===== config.mk =====
export PLATFORM = sky130hd
export DESIGN_NAME = poly_sweep_drv
export DESIGN_NICKNAME = d
export VERILOG_FILES = /design/src/rtl/poly_sweep_pkg.sv /design/src/rtl/poly_lfsr32.sv /design/src/rtl/poly_sweep_drv.sv
export SDC_FILE = /design/constraint.sdc
export NUM_CORES = 1
export LEC_CHECK = 0
export ABC_AREA = 1
export CAP_MARGIN = 30
export CORE_UTILIZATION = 30
export DETAILED_ROUTE_END_ITERATION = 8
export PLACE_DENSITY_LB_ADDON = 0.1
export SKIP_CTS_REPAIR_TIMING = 1
export SLEW_MARGIN = 15
export SYNTH_ARGS = -nofsm -noshare
export SYNTH_HDL_FRONTEND = slang
export SYNTH_SLANG_ARGS = --single-unit
export TNS_END_PERCENT = 1

===== constraint.sdc =====
create_clock -name clk -period 4.8 [get_ports clk]
set_input_delay 0.72 -clock clk [delete_from_list [all_inputs] [get_ports clk]]
set_output_delay 0.72 -clock clk [all_outputs]
set_load 0.01 [all_outputs]

===== src/rtl/poly_sweep_pkg.sv =====
`default_nettype none
// ============================================================================
//  Module      : poly_sweep_pkg
//  Description : Shared types and constants for the polynomial-checker sweep
//                driver: FSM state encoding, LFSR taps, seed masks, operand
//                widths, corner-vector constants and operand mapping helpers.
//  Revision    : 1.0 - initial release
// ============================================================================
package poly_sweep_pkg;

    // Sweep controller states
    typedef enum logic [1:0] {
        ST_IDLE  = 2'd0,
        ST_RUN   = 2'd1,
        ST_DRAIN = 2'd2,
        ST_DONE  = 2'd3
    } state_t;

    // Operand widths of the checker inputs
    localparam int c_op_a_w = 12;   // I1..I3
    localparam int c_op_b_w = 22;   // I4..I6

    // Galois taps for x^32 + x^22 + x^2 + x + 1 (right-shifting form)
    localparam logic [31:0] c_lfsr_taps = 32'h8020_0003;

    // Per-LFSR seed decorrelation masks
    localparam logic [31:0] c_seed_xor_b = 32'h5555_5555;
    localparam logic [31:0] c_seed_xor_d = 32'hA5A5_A5A5;

    // One complete operand set for the checker, I1 in the MSBs
    typedef struct packed {
        logic [c_op_a_w-1:0] i1;
        logic [c_op_a_w-1:0] i2;
        logic [c_op_a_w-1:0] i3;
        logic [c_op_b_w-1:0] i4;
        logic [c_op_b_w-1:0] i5;
        logic [c_op_b_w-1:0] i6;
    } op_vec_t;

    // Fixed corner vectors driven ahead of the pseudo-random stream
    localparam op_vec_t c_corner_0 = '0;
    localparam op_vec_t c_corner_1 = '1;
    localparam op_vec_t c_corner_2 = {{3{{c_op_a_w{1'b1}}}}, {3{{c_op_b_w{1'b0}}}}};
    localparam op_vec_t c_corner_3 = {{3{{c_op_a_w{1'b0}}}}, {3{{c_op_b_w{1'b1}}}}};

    // An all-zero LFSR state would lock up, so it is replaced by 1
    function automatic logic [31:0] fix_seed(input logic [31:0] seed);
        return (seed == 32'h0) ? 32'h1 : seed;
    endfunction

    // Map the four LFSR states onto the six checker operands
    function automatic op_vec_t lfsr_to_ops(input logic [31:0] a,
                                            input logic [31:0] b,
                                            input logic [31:0] c,
                                            input logic [31:0] d);
        op_vec_t v;
        v.i1 = a[11:0];
        v.i2 = a[23:12];
        v.i3 = b[11:0];
        v.i4 = c[21:0];
        v.i5 = d[21:0];
        v.i6 = {b[31:12], a[25:24]};
        return v;
    endfunction

endpackage
`default_nettype wire


===== src/rtl/poly_lfsr32.sv =====
`default_nettype none
// ============================================================================
//  Module      : poly_lfsr32
//  Description : 32-bit Galois LFSR with synchronous seed load and step
//                enable. Resets to its (non-zero) seed.
//  Revision    : 1.0 - initial release
// ============================================================================
module poly_lfsr32
    import poly_sweep_pkg::*;
#(
    parameter logic [31:0] SEED = 32'h0000_0001
) (
    input  logic        clk,
    input  logic        rst_n,
    input  logic        i_load,
    input  logic        i_step,
    output logic [31:0] o_state
);

    localparam logic [31:0] c_seed = fix_seed(SEED);

    logic [31:0] r_state;

    // State register: load wins over step so a reseed always restarts cleanly
    always_ff @(posedge clk or negedge rst_n) begin
        if (!rst_n) begin
            r_state <= c_seed;
        end else if (i_load) begin
            r_state <= c_seed;
        end else if (i_step) begin
            r_state <= {1'b0, r_state[31:1]} ^ (r_state[0] ? c_lfsr_taps : 32'h0);
        end
    end

    assign o_state = r_state;

endmodule
`default_nettype wire


===== src/rtl/poly_sweep_drv.sv =====
`default_nettype none
// ============================================================================
//  Module      : poly_sweep_drv
//  Description : Drives a deterministic operand sweep into the combinational
//                polynomial checker, samples its verdict LAT cycles later and
//                accumulates fail count and first failing index.
//                Optional macro POLY_SWEEP_CORNER_EN prepends four fixed
//                corner vectors (indices 0..3) to the LFSR stream.
//  Revision    : 1.0 - initial release
// ============================================================================
module poly_sweep_drv
    import poly_sweep_pkg::*;
#(
    parameter int          N_VEC = 1024,
    parameter int          CNT_W = 16,
    parameter int          LAT   = 0,
    parameter logic [31:0] SEED  = 32'hACE1_2B3D
) (
    input  logic             clk,
    input  logic             rst_n,
    input  logic             start,
    output logic             busy,
    output logic             done,
    output logic [11:0]      vec_i1,
    output logic [11:0]      vec_i2,
    output logic [11:0]      vec_i3,
    output logic [21:0]      vec_i4,
    output logic [21:0]      vec_i5,
    output logic [21:0]      vec_i6,
    input  logic             o1,
    output logic [CNT_W-1:0] fail_cnt,
    output logic             first_fail_vld,
    output logic [CNT_W-1:0] first_fail_idx
);

`ifdef POLY_SWEEP_CORNER_EN
    localparam int c_n_corner = 4;
`else
    localparam int c_n_corner = 0;
`endif

    localparam int               c_total    = N_VEC + c_n_corner;
    localparam logic [CNT_W-1:0] c_last_idx = CNT_W'(c_total - 1);
    localparam logic [1:0]       c_lat_m1   = (LAT > 0) ? 2'(LAT - 1) : 2'd0;

    localparam logic [31:0] c_seed_a = fix_seed(SEED);
    localparam logic [31:0] c_seed_b = fix_seed(SEED ^ c_seed_xor_b);
    localparam logic [31:0] c_seed_c = fix_seed(~SEED);
    localparam logic [31:0] c_seed_d = fix_seed(SEED ^ c_seed_xor_d);

    state_t           r_state;
    state_t           w_state_nxt;
    logic [CNT_W-1:0] r_idx;
    logic [1:0]       r_drain_cnt;
    logic             r_vec_vld;
    logic [CNT_W-1:0] r_fail_cnt;
    logic             r_ff_vld;
    logic [CNT_W-1:0] r_ff_idx;

    logic             w_accept;
    logic             w_drive;
    logic             w_last;
    logic             w_in_corner;
    logic             w_step;
    logic             w_res_vld;
    logic [CNT_W-1:0] w_res_idx;
    logic [31:0]      w_lfsr_a;
    logic [31:0]      w_lfsr_b;
    logic [31:0]      w_lfsr_c;
    logic [31:0]      w_lfsr_d;
    op_vec_t          w_ops;

    assign w_accept = (r_state == ST_IDLE) && start;
    assign w_drive  = (r_state == ST_RUN);
    assign w_last   = (r_idx == c_last_idx);

`ifdef POLY_SWEEP_CORNER_EN
    assign w_in_corner = (r_idx < CNT_W'(c_n_corner));
`else
    assign w_in_corner = 1'b0;
`endif

    // The LFSRs hold the vector currently on the bus; they advance only
    // between two LFSR vectors so the last one stays visible after the sweep.
    assign w_step = w_drive && !w_last && !w_in_corner;

    // ------------------------------------------------------------------
    // Stimulus generators
    // ------------------------------------------------------------------
    poly_lfsr32 #(.SEED(c_seed_a)) u_lfsr_a (
        .clk(clk), .rst_n(rst_n), .i_load(w_accept), .i_step(w_step), .o_state(w_lfsr_a)
    );
    poly_lfsr32 #(.SEED(c_seed_b)) u_lfsr_b (
        .clk(clk), .rst_n(rst_n), .i_load(w_accept), .i_step(w_step), .o_state(w_lfsr_b)
    );
    poly_lfsr32 #(.SEED(c_seed_c)) u_lfsr_c (
        .clk(clk), .rst_n(rst_n), .i_load(w_accept), .i_step(w_step), .o_state(w_lfsr_c)
    );
    poly_lfsr32 #(.SEED(c_seed_d)) u_lfsr_d (
        .clk(clk), .rst_n(rst_n), .i_load(w_accept), .i_step(w_step), .o_state(w_lfsr_d)
    );

    // ------------------------------------------------------------------
    // Controller
    // ------------------------------------------------------------------

    // FSM state register
    always_ff @(posedge clk or negedge rst_n) begin
        if (!rst_n) begin
            r_state <= ST_IDLE;
        end else begin
            r_state <= w_state_nxt;
        end
    end

    // Next-state decode and status outputs
    always_comb begin
        w_state_nxt = r_state;
        busy        = 1'b0;
        done        = 1'b0;
        case (r_state)
            ST_IDLE: begin
                if (start) begin
                    w_state_nxt = ST_RUN;
                end
            end
            ST_RUN: begin
                busy = 1'b1;
                if (w_last) begin
                    w_state_nxt = (LAT > 0) ? ST_DRAIN : ST_DONE;
                end
            end
            ST_DRAIN: begin
                busy = 1'b1;
                if (r_drain_cnt == c_lat_m1) begin
                    w_state_nxt = ST_DONE;
                end
            end
            ST_DONE: begin
                done        = 1'b1;
                w_state_nxt = ST_IDLE;
            end
            default: begin
                w_state_nxt = ST_IDLE;
            end
        endcase
    end

    // Vector index, drain counter and output-valid flag
    always_ff @(posedge clk or negedge rst_n) begin
        if (!rst_n) begin
            r_idx       <= '0;
            r_drain_cnt <= 2'd0;
            r_vec_vld   <= 1'b0;
        end else begin
            if (w_accept) begin
                r_idx     <= '0;
                r_vec_vld <= 1'b1;
            end else if (w_drive && !w_last) begin
                r_idx <= r_idx + CNT_W'(1);
            end

            if (r_state == ST_DRAIN) begin
                r_drain_cnt <= r_drain_cnt + 2'd1;
            end else begin
                r_drain_cnt <= 2'd0;
            end
        end
    end

    // Operand selection: zeros until the first sweep, corners, then LFSRs
    always_comb begin
        w_ops = lfsr_to_ops(w_lfsr_a, w_lfsr_b, w_lfsr_c, w_lfsr_d);
`ifdef POLY_SWEEP_CORNER_EN
        if (w_in_corner) begin
            case (r_idx[1:0])
                2'd0:    w_ops = c_corner_0;
                2'd1:    w_ops = c_corner_1;
                2'd2:    w_ops = c_corner_2;
                default: w_ops = c_corner_3;
            endcase
        end
`endif
        if (!r_vec_vld) begin
            w_ops = '0;
        end
    end

    assign vec_i1 = w_ops.i1;
    assign vec_i2 = w_ops.i2;
    assign vec_i3 = w_ops.i3;
    assign vec_i4 = w_ops.i4;
    assign vec_i5 = w_ops.i5;
    assign vec_i6 = w_ops.i6;

    // ------------------------------------------------------------------
    // Result alignment: carry valid and index alongside the checker latency
    // ------------------------------------------------------------------
    generate
        if (LAT == 0) begin : g_lat0
            assign w_res_vld = w_drive;
            assign w_res_idx = r_idx;
        end else begin : g_latn
            logic [LAT-1:0]   r_pipe_vld;
            logic [CNT_W-1:0] r_pipe_idx [LAT];

            // Shift register tracking which vector each verdict belongs to
            always_ff @(posedge clk or negedge rst_n) begin
                if (!rst_n) begin
                    r_pipe_vld <= '0;
                    for (int i = 0; i < LAT; i++) begin
                        r_pipe_idx[i] <= '0;
                    end
                end else begin
                    r_pipe_vld[0] <= w_drive;
                    r_pipe_idx[0] <= r_idx;
                    for (int i = 1; i < LAT; i++) begin
                        r_pipe_vld[i] <= r_pipe_vld[i-1];
                        r_pipe_idx[i] <= r_pipe_idx[i-1];
                    end
                end
            end

            assign w_res_vld = r_pipe_vld[LAT-1];
            assign w_res_idx = r_pipe_idx[LAT-1];
        end
    endgenerate

    // Statistics: cleared on an accepted start, held after the sweep
    always_ff @(posedge clk or negedge rst_n) begin
        if (!rst_n) begin
            r_fail_cnt <= '0;
            r_ff_vld   <= 1'b0;
            r_ff_idx   <= '0;
        end else if (w_accept) begin
            r_fail_cnt <= '0;
            r_ff_vld   <= 1'b0;
            r_ff_idx   <= '0;
        end else if (w_res_vld && !o1) begin
            if (r_fail_cnt != {CNT_W{1'b1}}) begin
                r_fail_cnt <= r_fail_cnt + CNT_W'(1);
            end
            if (!r_ff_vld) begin
                r_ff_vld <= 1'b1;
                r_ff_idx <= w_res_idx;
            end
        end
    end

    assign fail_cnt       = r_fail_cnt;
    assign first_fail_vld = r_ff_vld;
    assign first_fail_idx = r_ff_idx;

endmodule
`default_nettype wire

=== Word level (Yosys, flattened, before mapping) ===
Cells that the tools add are included.

* Input port bits: 4
* Bits in registers: 182
* Output and inout bits: 137

* Equal/unequal tests: 9
* $add $sub $neg: 3
* Bitwise operators: 4
* Reduce and logical (&&, ||, !) cells: 14
* Mux-type cells: 30

{| class="wikitable"
|+ Operators by type and width
! kind !! number
|-
| 2-to-1 mux 32 bit || 12
|-
| 2-to-1 mux 16 bit || 8
|-
| bitwise XOR 31 x 32 -> 32 bit || 4
|-
| 2-to-1 mux 102 bit || 1
|-
| adder 16 x 1 -> 16 bit (second input constant) || 2
|-
| equality test 16 x 10 -> 1 bit (second input constant) || 1
|-
| inequality test 16 bit (second input constant) || 1
|-
| 2-to-1 mux 2 bit || 4
|-
| one-hot mux 2 bit (4 select lines) || 1
|-
| nonzero test 2 bit || 3
|-
| equality test 2 bit (second input constant) || 2
|-
| zero test 2 bit || 2
|-
| 2-to-1 mux 1 bit || 4
|-
| inequality test 2 x 1 -> 1 bit (second input constant) || 2
|-
| inequality test 2 bit (second input constant) || 2
|-
| AND reduction 2 bit || 2
|-
| logical AND 1 bit || 3
|-
| AND reduction 3 bit || 1
|-
| adder 2 x 1 -> 2 bit (second input constant) || 1
|-
| equality test 2 x 1 -> 1 bit (second input constant) || 1
|-
| zero test 1 bit || 2
|-
| OR reduction 2 bit || 1
|}

=== Depth between registers and ports, before layout ===
Gate-level depths: netlist of run 1.

* Depth after elaboration: 5
* Gate-level depth with buffers: 12
* Gate-level depth less buffers: 10

=== By module ===
A second synthesis of run 1 with hierarchy kept.

* Cells, all modules: 1171
* Area total of the unflattened synthesis: 9385.3 um^2

{| class="wikitable"
|+ By module, submodules not included
! module !! cells each !! times used !! sequential area each (um^2) !! area an instance (um^2)
|-
| poly_sweep_drv || 619 || 1 || 1351.3 || 4137.7
|-
| poly_lfsr32 (u_lfsr_a) || 140 || 1 || 822.0 || 1347.5
|-
| poly_lfsr32 (u_lfsr_c) || 141 || 1 || 819.5 || 1338.8
|-
| poly_lfsr32 (u_lfsr_b) || 136 || 1 || 824.5 || 1306.3
|-
| poly_lfsr32 (u_lfsr_d) || 135 || 1 || 814.5 || 1255.0
|}

=== Worst setup path before layout of run 1 ===
Ideal clock, no wire load.

* Path type: register to output
* From: reg r_vec_vld
* To: out vec_i4[0]
* Data required time: 4080 ps
* Cell stages (with the launch flop): 5
* Path slack: 3022 ps
* Data arrival time: 1058 ps
* Path through: dfrtp_1 -> clkbuf_1 -> clkbuf_1 -> nand2_1 -> inv_1

* Cells in the longest elaborated chain, start to end: 1

{| class="wikitable"
|+ Ends and longest elaborated chain
! element !! RTL line !! RTL
|-
| start: declaration || poly_sweep_drv.sv:55 || <nowiki>logic r_vec_vld;</nowiki>
|-
| start signal: assignment || poly_sweep_drv.sv:154 || <nowiki>r_vec_vld <= 1'b0;</nowiki>
|-
| start signal: assignment || poly_sweep_drv.sv:158 || <nowiki>r_vec_vld <= 1'b1;</nowiki>
|-
| 2-to-1 mux 102 bit || poly_sweep_drv.sv:184 || <nowiki>if (!r_vec_vld) begin</nowiki>
|-
| end: declaration || poly_sweep_drv.sv:27 || <nowiki>output logic [21:0] vec_i4,</nowiki>
|}

Every way passes these cells.

=== Worst setup path in the final report of run 1 ===
* From: reg r_vec_vld
* To: out vec_i4[10]

The elaborated chain is that of the path after synthesis.

==> results of run 1 <==
[worst paths after layout]
kind / cells past startpoint / to / start / slack, ns
max: 4 / vec_i4[10] / r_vec_vld / 1.58
min: 1 / first_fail_idx[9] / rst_n / 0.39
max reg2reg: 7 / fail_cnt[9] / r_state[0] / 2.12
min reg2reg: 1 / r_drain_cnt[0] / r_drain_cnt[0] / 0.42
max in group asynchronous: 2 / u_lfsr_c.o_state[28] / rst_n / 3.35
min in group clk: 1 / r_drain_cnt[0] / r_drain_cnt[0] / 0.42
[cells in the final DEF, fill, tap and decap left out, drive strengths merged]
master,count
a21oi,5
or2,2
nand3,49
dfrtp,120
clkinv,7
xnor2,3
o21ai,125
buf,11
o22ai,1
bufinv,1
xor2,19
clkbuf,21
clkdlybuf4s50,139
dfstp,62
ha,8
nor2,65
inv,196
clkinvlp,2
nand4,13
o21bai,2
nand2,514
[per-layer routing]
metal / track usage / routed length [µm] / share of wire
met1: 0.231 / 12300 / 0.50
met2: 0.263 / 11100 / 0.45
met3: 0.0241 / 739 / 0.030
met4: 0.0453 / 325 / 0.013
met5: 0 / 0 / 0
[flip-flops by register name (all words and copies together), names as in the netlist]
| register | cells |
|---|---|
| u_lfsr_b.o_state | 32 |
| fail_cnt | 16 |
| r_idx | 16 |
| r_state | 2 |
| u_lfsr_a.o_state | 32 |
| first_fail_idx | 16 |
| first_fail_vld | 1 |
| u_lfsr_d.o_state | 32 |
| u_lfsr_c.o_state | 32 |
| r_vec_vld | 1 |
| r_drain_cnt | 2 |
[layout make-up]
type,instances,area [µm²],area share
clock buffer,20,457,0.0398
clock inverter,12,116,0.0101
inverter,194,729,0.0636
multi-input combinational,806,3530,0.308
sequential,182,4640,0.404
tap,390,488,0.0425
timing repair buffer,151,1510,0.132
[metrics by stage]
stage	hold WS, ns	cell area [µm²]	utilization
after global placement	0.416	10900	0.364
final	0.387	11500	0.384
after global routing	0.432	11500	0.384
after floorplan	0.401	9200	-
after detailed placement	0.416	10900	0.365
after CTS	0.403	11500	0.384
[worst register-to-register path, cell delays in order, from the launching register on]
cell	delay, ns
dfrtp_1	0.43
inv_1	0.09
ha_1	0.24
nand2_4	0.28
buf_4	0.60
nand2_1	0.15
nand2_1	0.53
o21ai_0	0.21
[power by group]
group          total [mW]  switching, mW  internal (mW)
registers            2.79          0.485           2.30
logic                3.61           2.06           1.55
clock network        1.39          0.635          0.751
total                7.79           3.18           4.60
[cell families after synthesis]
group,after synthesis
simple gates,643
buf+inv,259
flops,182
compound gates,133
xor+xnor,22
fa+ha+maj,8
==> impl_metrics.py, run 1 <==
metrics = {
    "outcome": {
        "status": "finished clean",
    },
    "clocking": {
        "htreeDepth": 4,
        "clkTransAtPathRegs_ns": 0.07,
        "cts_tree": "done",
        "cts_buffers": 17,
        "cts_sinks": 182,
        "cts_root_buf": "clkbuf_16",
        "clk_latency_ns": 0.43,
        "cts_buffer_depth": 2,
    },
    "drt": {
        "drc": 0,
        "post_drt_wl_per_cell_um": 13.9,
        "vias_per_cell": 4.47,
        "drt_iter0_drc": 461,
        "dr_total_vias": 7848,
        "drt-total-wl_um": 24400,
        "antenna_left": 0,
        "firstDrtPassIters": 7,
    },
    "worst_setup_path": {
        "worstSetupEndpointType": "output pin",
        "worstPathMaxFanout": 85,
        "critPathTopFamily": "flip-flops",
        "slowest_stage": "dfrtp_4",
        "worst-path-buf-inv": 3,
        "required_ns": 4.08,
        "crit_type": "reg2out",
        "cp-start-kind": "register",
        "worstPathArrival_ns": 2.50,
        "cpPeakStageDelay_ns": 1.01,
        "path_cells": "buf_4 > nand2_1 > inv_1 > clkdlybuf4s50_1",
    },
    "yosys": {
        "synth_cell_types": 28,
        "synth_area_leaders": "dfrtp_1 (33%), nand2_1 (21%), dfstp_2 (18%)",
        "seq_area_frac_synth": 0.503,
        "synthArstFlopShare": 1.00,
        "synthFlopType": "dfrtp_1",
        "netlist_area_um2": 9200,
        "synthSimpleGateAreaFrac": 0.277,
        "yosys.area_share.xor_xnor": 0.0209,
        "synth_top_family_by_area": "simple AND/OR/NAND/NOR gates",
        "synth_compound_area_frac": 0.0730,
        "syn-num-nets": 1259,
        "yosysTopAreaCellShare": 0.326,
        "synth_commonest_cells": "nand2_1 (509), inv_1 (190), o21ai_0 (125)",
        "netlist_instances": 1247,
        "synth-adder-area-share": 0.0109,
        "yosysMostFrequentCell": "nand2_1",
        "ys_ff_latch": 182,
        "syn_avg_cell_area_um2": 7.38,
        "synth_top_area_cell": "dfrtp_1",
        "synth_edf_count": 0,
        "yosysWarnings": 0,
        "muxShareOfSynthArea": 0,
    },
    "place": {
        "dp_cells": 1723,
        "pre_cts_slack_ns": 1.63,
        "portBuffers": 140,
        "gp_congestion": 0.808,
        "dpl.hpwl_um": 15300,
    },
    "die": {
        "die_x_um": 177,
        "fp.coreArea_um2": 29900,
        "num_rows": 63,
        "die_area_um2": 31400,
        "die_h_um": 177,
        "top_level_ports": 141,
        "start_util": 0.308,
    },
    "timing": {
        "worstMarginPinSlew_ns": 0.907,
        "finClkSkew_ns": 0.0133,
        "fin_crit_sh": 0.672,
        "period_minus_slack_ns": 3.22,
        "finalHoldViolations": 0,
        "setup_tns_ns": 0,
        "clock.fmax_mhz": 310,
        "rsz0062_at_grt": "no",
        "setup_slack_ns": 1.58,
        "slew_headroom": 0.395,
        "setup_violations": 0,
        "drv_slew": 0,
    },
    "layout": {
        "final_cells": 1755,
        "area_growth_pct": 24.7,
        "nFillCells": 3150,
        "drive_gt1_frac": 0.0908,
        "nets": 1364,
        "diodes": 0,
    },
    "global_routing": {
        "grt_usage": 0.165,
        "grt_max_degree": 95,
        "grt_pass1_vias": 7791,
        "grt_pass1_wl_um": 41000,
        "antenna_found_initial": 0,
        "overflow": 0,
    },
    "power_and_ir_drop": {
        "power.density_nw_per_um2": 679,
        "total_power_mw": 7.79,
        "p_leak_nw": 6.13,
        "irDropWorstVdd_mv": 0.421,
    },
    "flow_run": {
        "max_cap_viol_count": 0,
    },
    "min_path": {
        "hp-class": "in2async",
    },
}
No activity file was read; power rests on OpenSTA's default activity.
==> run 2, diff against run 1 <==
clock period = 2.6 ns   (was 4.8 ns; I/O delays follow)
==> impl_metrics.py, run 2 (same netlist as run 1, synthesis figures left out) <==
metrics = {
    "drt": {
        "drc": 0,
        "antenna_left": 0,
        "post_drt_wl_per_cell_um": 13.9,
        "drt_iter0_drc": 403,
        "dr_total_vias": 7837,
        "drt-total-wl_um": 24600,
        "firstDrtPassIters": 5,
        "vias_per_cell": 4.44,
    },
    "timing": {
        "drv_slew": 0,
        "period_minus_slack_ns": 2.44,
        "finClkSkew_ns": 0.0143,
        "fin_crit_sh": 0.940,
        "worstMarginPinSlew_ns": 0.647,
        "rsz0062_at_grt": "no",
        "slew_headroom": 0.569,
        "clock.fmax_mhz": 409,
        "setup_violations": 0,
        "whs_ns": -0.0164,
        "finalHoldViolations": 17,
        "setup_tns_ns": 0,
    },
    "place": {
        "placed_area_um2": 11100,
        "dp_cells": 1734,
        "gp_congestion": 0.830,
        "dpl.hpwl_um": 16200,
        "portBuffers": 140,
    },
    "global_routing": {
        "grt_pass1_wl_um": 40800,
        "overflow": 0,
        "grt_pass1_vias": 7629,
        "grt_max_degree": 72,
        "grt_usage": 0.165,
        "antenna_found_initial": 0,
    },
    "layout": {
        "nets": 1375,
        "design_area_um2": 11700,
        "diodes": 0,
        "final_cell_mix": "nand2_1 (508), inv_1 (189), clkdlybuf4s50_1 (139)",
        "final_common_cell": "nand2_1",
        "area_growth_pct": 27.0,
        "drive_gt1_frac": 0.0974,
        "final_cells": 1766,
    },
    "worst_setup_path": {
        "worstPathMaxFanout": 37,
        "cpPeakStageDelay_ns": 0.64,
        "slowest_stage": "dfrtp_4",
        "worst-path-buf-inv": 3,
        "required_ns": 2.21,
        "critPathTopFamily": "buffers and inverters",
        "cp-start-kind": "register",
        "worstSetupEndpointType": "output pin",
        "path_cells": "buf_12 > nand2_1 > inv_1 > clkdlybuf4s50_1",
        "crit_type": "reg2out",
        "worstPathArrival_ns": 2.05,
    },
    "clocking": {
        "htreeDepth": 4,
        "cts_root_buf": "clkbuf_16",
        "cts_buffers": 17,
        "cts_tree": "done",
        "cts_sinks": 182,
        "clk_latency_ns": 0.43,
        "clkTransAtPathRegs_ns": 0.07,
        "cts_buffer_depth": 2,
    },
    "power_and_ir_drop": {
        "irDropWorstVdd_mv": 0.657,
        "p_leak_nw": 6.24,
        "switchingPower_mw": 5.96,
        "clkPwrFrac": 0.182,
        "pwr-share-comb": 0.469,
        "swShare": 0.405,
        "intPower_mw": 8.75,
        "power.density_nw_per_um2": 1260,
        "seq_power_share": 0.350,
    },
    "die": {
        "die_h_um": 177,
        "die_area_um2": 31400,
        "die_x_um": 177,
        "top_level_ports": 141,
        "num_rows": 63,
        "fp.coreArea_um2": 29900,
        "start_util": 0.308,
    },
    "min_path": {
        "hp-class": "in2async",
    },
    "outcome": {
        "violations": "hold timing",
        "status": "complete, but fails checks",
    },
    "flow_run": {
        "max_cap_viol_count": 0,
    },
}
==> run 2: cell types whose count changed in the layout (fill, tap and decap cells not counted) <==
cell       delta
buf_12        +9
inv_8         +4
buf_4         +2
clkbuf_8      -2
clkinv_2      -2
bufinv_16     +1
clkbuf_1      +1
clkinv_4      -1
inv_6         -1
==> run 2: path summary, 6_finish.rpt <==
| path | to | cells past startpoint | startpoint | slack (ns) |
|---|---|---|---|---|
| worst max-delay path | vec_i6[21] | 4 | r_vec_vld | 0.16 |
| worst min register to register | r_drain_cnt[0] | 1 | r_drain_cnt[0] | 0.45 |
| worst min-delay path | first_fail_idx[9] | 1 | rst_n | -0.02 |
| min in group clk | r_drain_cnt[0] | 1 | r_drain_cnt[0] | 0.45 |
| worst max register to register | fail_cnt[4] | 10 | fail_cnt[0] | 0.57 |
| max in group asynchronous | u_lfsr_c.o_state[7] | 2 | rst_n | 1.87 |
==> run 2: worst register-to-register path, stage by stage (launching register included) <==
cell and delay (ns):
dfrtp_1 0.43, ha_1 0.21, nand2_1 0.09, nor2_2 0.19, nand2_1 0.16, nor2_1 0.15
nand2_1 0.10, nand2_1 0.21, buf_4 0.25, nor2_1 0.06, a21oi_1 0.11
==> run 2: metrics by stage <==
step	power, mW	hold slack [ns]	utilization	setup WS (ns)
finish	14.7	-0.0164	0.391	0.156
global route	16.0	0.0113	0.391	0.0440
CTS	14.9	0.00617	0.391	0.110
detailed placement	12.2	0.440	0.371	0.518
global placement	12.1	0.418	0.371	0.484
floorplan	8.98	0.0944	-	0.925
==> run 2: final cells by class <==
type | count | area (µm²)
inverters | 194 | 729
clock buffers | 19 | 433
multi-input cells | 806 | 3530
flip-flops and latches | 182 | 4640
repair buffers | 162 | 1710
fillers | 3150 | 18200
well taps | 390 | 488
clock inverters | 13 | 164
==> run 2: layer usage <==
layer  track usage  vias to the layer above  part of all wire
met5             0                        -                 0
met4        0.0356                        0             0.010
met3        0.0318                       16             0.040
met2         0.261                      167              0.46
met1         0.231                     3680              0.49
li1              -                     3974                 -
==> run 2: power groups by stage <==
| stage | clock network [mW] | logic [mW] | registers, mW |
|---|---|---|---|
| final | 2.67 | 6.89 | 5.14 |
| after global routing | 2.86 | 7.85 | 5.31 |
| after CTS | 2.74 | 7.05 | 5.14 |
| after detailed placement | 0 | 7.01 | 5.18 |
| after global placement | 0 | 6.96 | 5.19 |
| after floorplan | 0 | 4.10 | 4.88 |
